`config.mk`:
```
export PLATFORM = sky130hd
export DESIGN_NAME = seg7_capture_flat
export DESIGN_NICKNAME = d
export VERILOG_FILES = /design/src/rtl/seg7_capture_if.sv /design/src/rtl/seg7_capture.sv /design/src/flat_wrapper.sv
export SDC_FILE = /design/constraint.sdc
export NUM_CORES = 1
export LEC_CHECK = 0
export ABC_AREA = 1
export BUFFER_PORTS_ARGS = -buffer_cell sky130_fd_sc_hd__buf_2
export CORE_MARGIN = 2
export CORE_UTILIZATION = 64
export CTS_BUF_LIST = sky130_fd_sc_hd__clkbuf_8
export DETAILED_ROUTE_END_ITERATION = 16
export PLACE_DENSITY_LB_ADDON = 0.25
export SLEW_MARGIN = 20
export SYNTH_ARGS = -nofsm -noshare
export SYNTH_HDL_FRONTEND = slang
export SYNTH_SLANG_ARGS = --single-unit
```
`constraint.sdc`:
```
create_clock -name clock -period 2.9 [get_ports clock]
set_input_delay 0.58 -clock clock [delete_from_list [all_inputs] [get_ports clock]]
set_output_delay 0.58 -clock clock [all_outputs]
set_load 0.05 [all_outputs]
```
`src/rtl/seg7_capture_if.sv`:
```
// Handshake bundle between a segment-pattern source/sink and seg7_capture.
// The master side drives patterns and takes results; the slave side is the decoder.
interface seg7_capture_if;
   logic [6:0] seg_hi;
   logic [6:0] seg_lo;
   logic       in_valid;
   logic       in_ready;
   logic       out_valid;
   logic       out_ready;
   logic [7:0] out_data;
   logic [1:0] err;

   modport master (
      output seg_hi, seg_lo, in_valid, out_ready,
      input  in_ready, out_valid, out_data, err
   );

   modport slave (
      input  seg_hi, seg_lo, in_valid, out_ready,
      output in_ready, out_valid, out_data, err
   );
endinterface

```
`src/rtl/seg7_capture.sv`:
```
// Decodes a pair of active-low seven-segment patterns back into a byte, accepting
// a pattern only after it has held stable for STABLE_CYCLES consecutive edges.
module seg7_capture #(
   parameter int unsigned STABLE_CYCLES = 4  // legal range 1..255
) (
   input  logic            clock,
   input  logic            reset_n,
   seg7_capture_if.slave   bus,
   output logic [7:0]      glitch_count
);

   typedef enum logic [1:0] {
      S_IDLE,
      S_FILTER,
      S_DONE
   } state_e;

   // The final compare happens when cnt already holds STABLE_CYCLES-1, so the
   // match test needs no wider adder and cannot wrap.
   localparam logic [7:0] LAST_CNT = 8'(STABLE_CYCLES - 1);
   localparam logic [6:0] BLANK    = 7'h7F;

   // Returns {illegal, nibble}; illegal patterns decode to nibble 0.
   function automatic logic [4:0] decode(input logic [6:0] seg);
      logic [4:0] r;
      case (seg)
         7'h40:   r = 5'h00;
         7'h79:   r = 5'h01;
         7'h24:   r = 5'h02;
         7'h30:   r = 5'h03;
         7'h19:   r = 5'h04;
         7'h12:   r = 5'h05;
         7'h02:   r = 5'h06;
         7'h78:   r = 5'h07;
         7'h00:   r = 5'h08;
         7'h10:   r = 5'h09;
         7'h08:   r = 5'h0A;
         7'h03:   r = 5'h0B;
         7'h46:   r = 5'h0C;
         7'h21:   r = 5'h0D;
         7'h06:   r = 5'h0E;
         7'h0E:   r = 5'h0F;
         default: r = 5'h10;
      endcase
      return r;
   endfunction

   state_e     state_q,     state_d;
   logic [6:0] cap_hi_q,    cap_hi_d;
   logic [6:0] cap_lo_q,    cap_lo_d;
   logic [7:0] cnt_q,       cnt_d;
   logic [7:0] out_data_q,  out_data_d;
   logic [1:0] err_q,       err_d;
   logic       out_valid_q, out_valid_d;
   logic [7:0] glitch_q,    glitch_d;

   logic [4:0] dec_hi;
   logic [4:0] dec_lo;
   logic       pair_match;

   always_comb begin
      // NOTE: every signal assigned here gets a default first, so no path leaves
      // it unassigned and no latch is inferred.
      state_d     = state_q;
      cap_hi_d    = cap_hi_q;
      cap_lo_d    = cap_lo_q;
      cnt_d       = cnt_q;
      out_data_d  = out_data_q;
      err_d       = err_q;
      out_valid_d = out_valid_q;
      glitch_d    = glitch_q;

      dec_hi     = decode(cap_hi_q);
      dec_lo     = decode(cap_lo_q);
      pair_match = ({bus.seg_hi, bus.seg_lo} == {cap_hi_q, cap_lo_q});

      case (state_q)
         S_IDLE: begin
            if (bus.in_valid) begin
               cap_hi_d = bus.seg_hi;
               cap_lo_d = bus.seg_lo;
               cnt_d    = 8'd0;
               state_d  = S_FILTER;
            end
         end

         S_FILTER: begin
            if (pair_match) begin
               cnt_d = cnt_q + 8'd1;
               if (cnt_q == LAST_CNT) begin
                  state_d     = S_DONE;
                  out_valid_d = 1'b1;
                  out_data_d  = {dec_hi[3:0], dec_lo[3:0]};
                  err_d       = {dec_hi[4], dec_lo[4]};
               end
            end else begin
               // A change restarts the stability window on the new pattern.
               cap_hi_d = bus.seg_hi;
               cap_lo_d = bus.seg_lo;
               cnt_d    = 8'd0;
               if (glitch_q != 8'hFF) begin
                  glitch_d = glitch_q + 8'd1;
               end
            end
         end

         S_DONE: begin
            if (bus.out_ready) begin
               state_d     = S_IDLE;
               out_valid_d = 1'b0;
            end
         end

         default: begin
            state_d = S_IDLE;
         end
      endcase
   end

   always_ff @(posedge clock or negedge reset_n) begin
      if (!reset_n) begin
         state_q     <= S_IDLE;
         cap_hi_q    <= BLANK;
         cap_lo_q    <= BLANK;
         cnt_q       <= 8'd0;
         out_data_q  <= 8'h00;
         err_q       <= 2'b00;
         out_valid_q <= 1'b0;
         glitch_q    <= 8'h00;
      end else begin
         // NOTE: non-blocking assignments so every flop samples the values from
         // before this edge, independent of statement order.
         state_q     <= state_d;
         cap_hi_q    <= cap_hi_d;
         cap_lo_q    <= cap_lo_d;
         cnt_q       <= cnt_d;
         out_data_q  <= out_data_d;
         err_q       <= err_d;
         out_valid_q <= out_valid_d;
         glitch_q    <= glitch_d;
      end
   end

   assign bus.in_ready  = (state_q == S_IDLE);
   assign bus.out_valid = out_valid_q;
   assign bus.out_data  = out_data_q;
   assign bus.err       = err_q;
   assign glitch_count  = glitch_q;

endmodule

```
`src/flat_wrapper.sv`:
```
// flat-port wrapper written by rule: the top's interface ports become plain ports
module seg7_capture_flat 
#(
   parameter int unsigned STABLE_CYCLES = 4                       
)
  (clock, reset_n, glitch_count, bus_seg_hi, bus_seg_lo, bus_in_valid, bus_out_ready, bus_in_ready, bus_out_valid, bus_out_data, bus_err);
  seg7_capture_if bus_i ();
  input  logic clock;
  input  logic reset_n;
  output logic [7:0] glitch_count;
  input wire logic [$bits(bus_i.seg_hi)-1:0] bus_seg_hi;
  input wire logic [$bits(bus_i.seg_lo)-1:0] bus_seg_lo;
  input wire logic [$bits(bus_i.in_valid)-1:0] bus_in_valid;
  input wire logic [$bits(bus_i.out_ready)-1:0] bus_out_ready;
  output wire logic [$bits(bus_i.in_ready)-1:0] bus_in_ready;
  output wire logic [$bits(bus_i.out_valid)-1:0] bus_out_valid;
  output wire logic [$bits(bus_i.out_data)-1:0] bus_out_data;
  output wire logic [$bits(bus_i.err)-1:0] bus_err;
  assign bus_i.seg_hi = bus_seg_hi;
  assign bus_i.seg_lo = bus_seg_lo;
  assign bus_i.in_valid = bus_in_valid;
  assign bus_i.out_ready = bus_out_ready;
  assign bus_in_ready = bus_i.in_ready;
  assign bus_out_valid = bus_i.out_valid;
  assign bus_out_data = bus_i.out_data;
  assign bus_err = bus_i.err;
  seg7_capture #(.STABLE_CYCLES(STABLE_CYCLES)) u_core (.clock(clock), .reset_n(reset_n), .bus(bus_i), .glitch_count(glitch_count));
endmodule
```
[After elaboration in Yosys (flattened, before gate mapping)]
Cells that the tools add are included.
Operators by class
  multiplexer cells: 20
  add/sub/neg operators: 2
  equal/unequal tests: 40
  bitwise operators: 1
  reduce and logical (&&, ||, !) cells: 11
Operators with widths (number)
  case mux 5 bit (16 select lines): 2
  == test 7 bit (second input constant): 8
  == test 7 x 5 -> 1 bit (second input constant): 6
  == test 7 x 6 -> 1 bit (second input constant): 6
  == test 7 x 2 -> 1 bit (second input constant): 4
  == test 7 x 4 -> 1 bit (second input constant): 4
  two-way mux 7 bit: 4
  case mux 7 bit (2 select lines): 2
  adder 8 x 1 -> 8 bit (second input constant): 2
  two-way mux 8 bit: 2
  case mux 8 bit (2 select lines): 1
  == test 14 bit: 1
  == test 7 x 3 -> 1 bit (second input constant): 2
  zero test 7 bit: 2
  AND reduction 3 bit: 3
  == test 8 x 2 -> 1 bit (second input constant): 1
  two-way mux 2 bit: 4
  != test 8 bit (second input constant): 1
  AND reduction 4 bit: 2
  != test 2 bit (second input constant): 3
  case mux 2 bit (3 select lines): 1
  != test 2 x 1 -> 1 bit (second input constant): 2
  nonzero test 2 bit: 2
  two-way mux 1 bit: 3
  other kinds (6): 6
Storage, ports and cells
  output and inout bits: 20
  bits of input ports: 18
  bits in registers: 43

[Logic depth before layout (Yosys ltp)]
  word-level depth: 4
  depth in mapped cells: 12

[Worst setup path before layout]
OpenSTA, ideal clock, no wires.
  path kind: register to register
  start: register u_core.state_q[0]
  end: register u_core.cap_hi_q[0]
  cell stages (with the launch flop): 6
  arrival: 1.813 ns
  clock period less this slack: 1.890 ns
  required time: 2.823 ns
  slack: 1.010 ns
  cells stage by stage: dfrtp_1 nor2_1 nand2_1 clkbuf_1 nand3_1 nand2_1
Between the ends
  word-level cells in the longest chain between the ends: 3
  elaborated cells on any way between the ends: 7
  classes of those cells: 3 x eq/ne; 1 x mux; 3 x reduce/logical
RTL lines
  from (decl): line seg7_capture.sv:48  | state_e state_q, state_d;
  from (signal assigned): line seg7_capture.sv:133  | state_q <= state_d;
  zero test 2 bit *
  net bus_in_ready: line flat_wrapper.sv:15  | output wire logic [$bits(bus_i.in_ready)-1:0] bus_in_ready;
  != test 2 bit (no line) / nonzero test 2 bit (equally long branches)
  AND reduction 3 bit (no line)
  to (signal assigned): line seg7_capture.sv:134  | cap_hi_q <= cap_hi_d;
  to (decl): line seg7_capture.sv:49  | logic [6:0] cap_hi_q, cap_hi_d;
Mark *: on every way through the listed nets, which the timed path passes. The rest lies on a longest branch.
A chain may end at the register's enable or synchronous reset.

[Worst setup path after layout]
  start: register u_core.cap_hi_q[3]
  end: register u_core.cnt_q[7]
Between the ends
  word-level cells in the longest chain between the ends: 3
RTL lines
  == test 14 bit: line seg7_capture.sv:75  | pair_match = ({bus.seg_hi, bus.seg_lo} == {cap_hi_q, cap_lo_q});
  two-way mux 8 bit: line seg7_capture.sv:88  | if (pair_match) begin
  case mux 8 bit (2 select lines): line seg7_capture.sv:77  | case (state_q)
  to (signal assigned): line seg7_capture.sv:136  | cnt_q <= cnt_d;
  to (decl): line seg7_capture.sv:51  | logic [7:0] cnt_q, cnt_d;
Every way passes these cells.

==> flow_metrics.env <==
export IMPL_outcome="completed"
export IMPL_swShare_pct=39.01
export IMPL_holdCritPathClass="primary input to async pin"
export IMPL_ios=38
export IMPL_grt_pass1_wl_um=10750
export IMPL_irDropWorstVdd_v=0.0003070
export IMPL_grt_use_total_pct=26.91
export IMPL_ys_seq_area_share_pct=38.76
export IMPL_synth_edff_count=0
export IMPL_totalWireLength_um=5968
export IMPL_crit_required_ns=3.13
export IMPL_dp_hpwl_um=4447
export IMPL_num_antenna_cells=0
export IMPL_antenna_found_initial=0
export IMPL_drv_slew=0
export IMPL_cp_slowest_cell="dfstp_2"
export IMPL_cp_cell_sequence="inv_1 -> nand2_1 -> nand2_1 -> nor2_1 -> nand2_1 -> nor2_4 -> nand2_4 -> nand2_4 -> nand2_1 -> nor2_1"
export IMPL_cts_hold_buf=0
export IMPL_p_switching_uw=626.6
export IMPL_synth_ff_type="dfrtp_1"
export IMPL_rsz0062_at_grt="false"
export IMPL_seqPwrFrac_pct=46.6
export IMPL_wire_per_inst_um=11.82
export IMPL_avgSynthCellArea_um2=6.815
export IMPL_cts_resized_gates=0
export IMPL_n_fill_cell=364
export IMPL_syn_num_nets=434
export IMPL_p_clk_share_pct=24.8
export IMPL_fin_setup_tns_ns=0
export IMPL_routed_via_count=2680
export IMPL_worst_slew_pin_slew_ns=0.9447
export IMPL_areaGrowthSynthToFinish_pct=10.55
export IMPL_netlist_area_mm2=0.002821
export IMPL_clkLatencyLatePin_ns=0.30
export IMPL_initial_core_util_pct=65.71
export IMPL_cts_tree="done"
export IMPL_period_share_pct=67.53
export IMPL_critPathLaunchType="register"
export IMPL_cpMostUsedCell="nand2_1"
export IMPL_fin_util_pct=72.64
export IMPL_numClockSinks=43
export IMPL_dr_pass1_iters=5
export IMPL_cpPeakStageDelay_ns=0.63
export IMPL_htreeDepth=2
export IMPL_yosys_warnings=0
export IMPL_cts_made_buffers=5
export IMPL_die_height_um=70.40
export IMPL_ys_ff_latch=43
export IMPL_clock_path_buffers=2
export IMPL_cp_arrival_ns=2.19
export IMPL_clk_pin_slew_ns=0.09
export IMPL_routed_via_density=5.307
export IMPL_yosysUniqueCellTypes=35
export IMPL_num_rows=24
export IMPL_dieArea_mm2=0.004955
export IMPL_hold_viol_final=0
export IMPL_finalPower_mw=1.606
export IMPL_placed_cells=497
export IMPL_fin_cells=505
export IMPL_grt_max_degree=44
export IMPL_grt_pass1_vias=2485
export IMPL_fp_dieW_um=70.40
export IMPL_worstSetupEndpointType="register"
export IMPL_post_cts_setup_buffer_count=0
export IMPL_antenna_left=0
export IMPL_grt_ovfl_total=0
export IMPL_clock_fmax_mhz=510.6
export IMPL_drc=0
export IMPL_powerDensity_mw_per_mm2=515.0
export IMPL_p_int_uw=979.7
export IMPL_gp_congestion=0.8837
export IMPL_critPathKind="register to register"
export IMPL_setup_viol=0
export IMPL_worstPathMaxFanout=17
export IMPL_root_buffer="clkbuf_8"
export IMPL_drv_cap=0
export IMPL_fin_crit_ns=1.958
export IMPL_timing_slew_headroom_pct=37.02
export IMPL_final_nets=472
export IMPL_final_common_cell="nand2_1"
export IMPL_layout_drive_gt1_share_pct=18.10
export IMPL_syn_inst=414
export IMPL_p_leak_nw=1.776
export IMPL_clock_skew_ns=0.005909
export IMPL_coreArea_mm2=0.004294
export IMPL_p_comb_share_pct=28.6
export IMPL_async_flop_share_pct=100.0
export IMPL_drtIter0Drc=250
export IMPL_mostFrequentLayoutCells="nand2_1 (151), nand3_1 (54), nor2_1 (49)"
export IMPL_port_buffers=37
[layer usage]
layer | vias up | global-route usage, % | part of all wire (%)
li1 | 1395 | - | -
met1 | 1205 | 35.08 | 46
met2 | 67 | 45.49 | 48
met3 | 13 | 5.051 | 4.6
met4 | 0 | 7.906 | 1.6
met5 | - | 0 | 0
[flip-flops by register name, indices dropped and copies added (netlist names)]
name and count:
u_core.cap_hi_q 7, u_core.cnt_q 8, u_core.state_q 2, u_core.cap_lo_q 7, u_core.bus.out_valid 1, u_core.bus.err 2, u_core.glitch_count 8, u_core.bus.out_data 8
[critical path, delay by kind of cell, from the launching register on]
| kind | cells | cell delay, ns |
|---|---|---|
| buffers and inverters | 1 | 0.06 |
| flip-flops | 1 | 0.63 |
| AND/OR/NAND/NOR | 9 | 1.20 |
[cells by family (layout without fill, tap and decap cells)]
kind of cell / count (synthesis) / after routing / share of synthesized area (%)
simple gates: 291 / 291 / 45.90
buf+inv: 54 / 93 / 8.159
flops: 43 / 43 / 38.76
compound gates: 12 / 12 / 2.528
xor+xnor: 11 / 11 / 3.415
fa+ha+maj: 2 / 2 / 0.8868
mux: 1 / 1 / 0.3548
[worst paths after layout]
path                                   startpoint  cells after the start  slack (ns)                      to
max reg2reg                    u_core.cap_hi_q[3]                     10        0.94         u_core.cnt_q[7]
min in group clock                  bus_out_ready                      2        0.45       u_core.state_q[1]
max                            u_core.cap_hi_q[3]                     10        0.94         u_core.cnt_q[7]
max in group asynchronous                 reset_n                      1        1.89         u_core.cnt_q[3]
min reg2reg                u_core.bus.out_data[7]                      2        0.47  u_core.bus.out_data[7]
min                                       reset_n                      1        0.43  u_core.bus.out_data[1]
[power by group through the flow]
stage                     Combinational [mW]  Sequential (mW)  Clock, mW
final                                  0.459            0.749      0.399
after global routing                   0.506            0.763      0.429
after CTS                              0.462            0.748      0.408
after detailed placement               0.461            0.759          0
after global placement                 0.455            0.755          0
after floorplan                        0.188            0.909          0
[synthesized netlist by cell type (3+ instances only)]
master   instances  share of area, %
nor2_2           3              0.67
xnor2_1          5               1.6
dfstp_2         14                13
inv_1           36               4.8
dfrtp_1         29                26
buf_6            3               1.2
nand4_1         16               3.5
inv_2           10               1.3
xor2_1           6               1.9
nand3_1         54               9.6
nor2_1          49               6.5
o21ai_0          6               1.1
nand2_1        151                20
nor3_1           7               1.2
[per-stage QoR]
stage          worst slack, ns  hold WS [ns]  area (µm²)
3_5_place_dp            0.8758        0.4531        3025
2_1_floorplan            1.010        0.2844        2821
5_1_grt                 0.7605        0.4529        3119
3_3_place_gp            0.9255        0.4489        3025
4_1_cts                 0.9319        0.4444        3119
6_report                0.9416        0.4264        3119
[cell type report]
cell class / count / area (µm²) / share of cell area (%)
clock buffer: 5 / 68.82 / 2.206
clock inverter: 3 / 25.02 / 0.8022
inverter: 47 / 176.4 / 5.656
multi-input combinational: 317 / 1498 / 48.01
sequential: 43 / 1094 / 35.06
tap: 52 / 65.06 / 2.086
timing repair buffer: 38 / 192.7 / 6.177
Note: power is estimated with default switching activity, not from simulation.
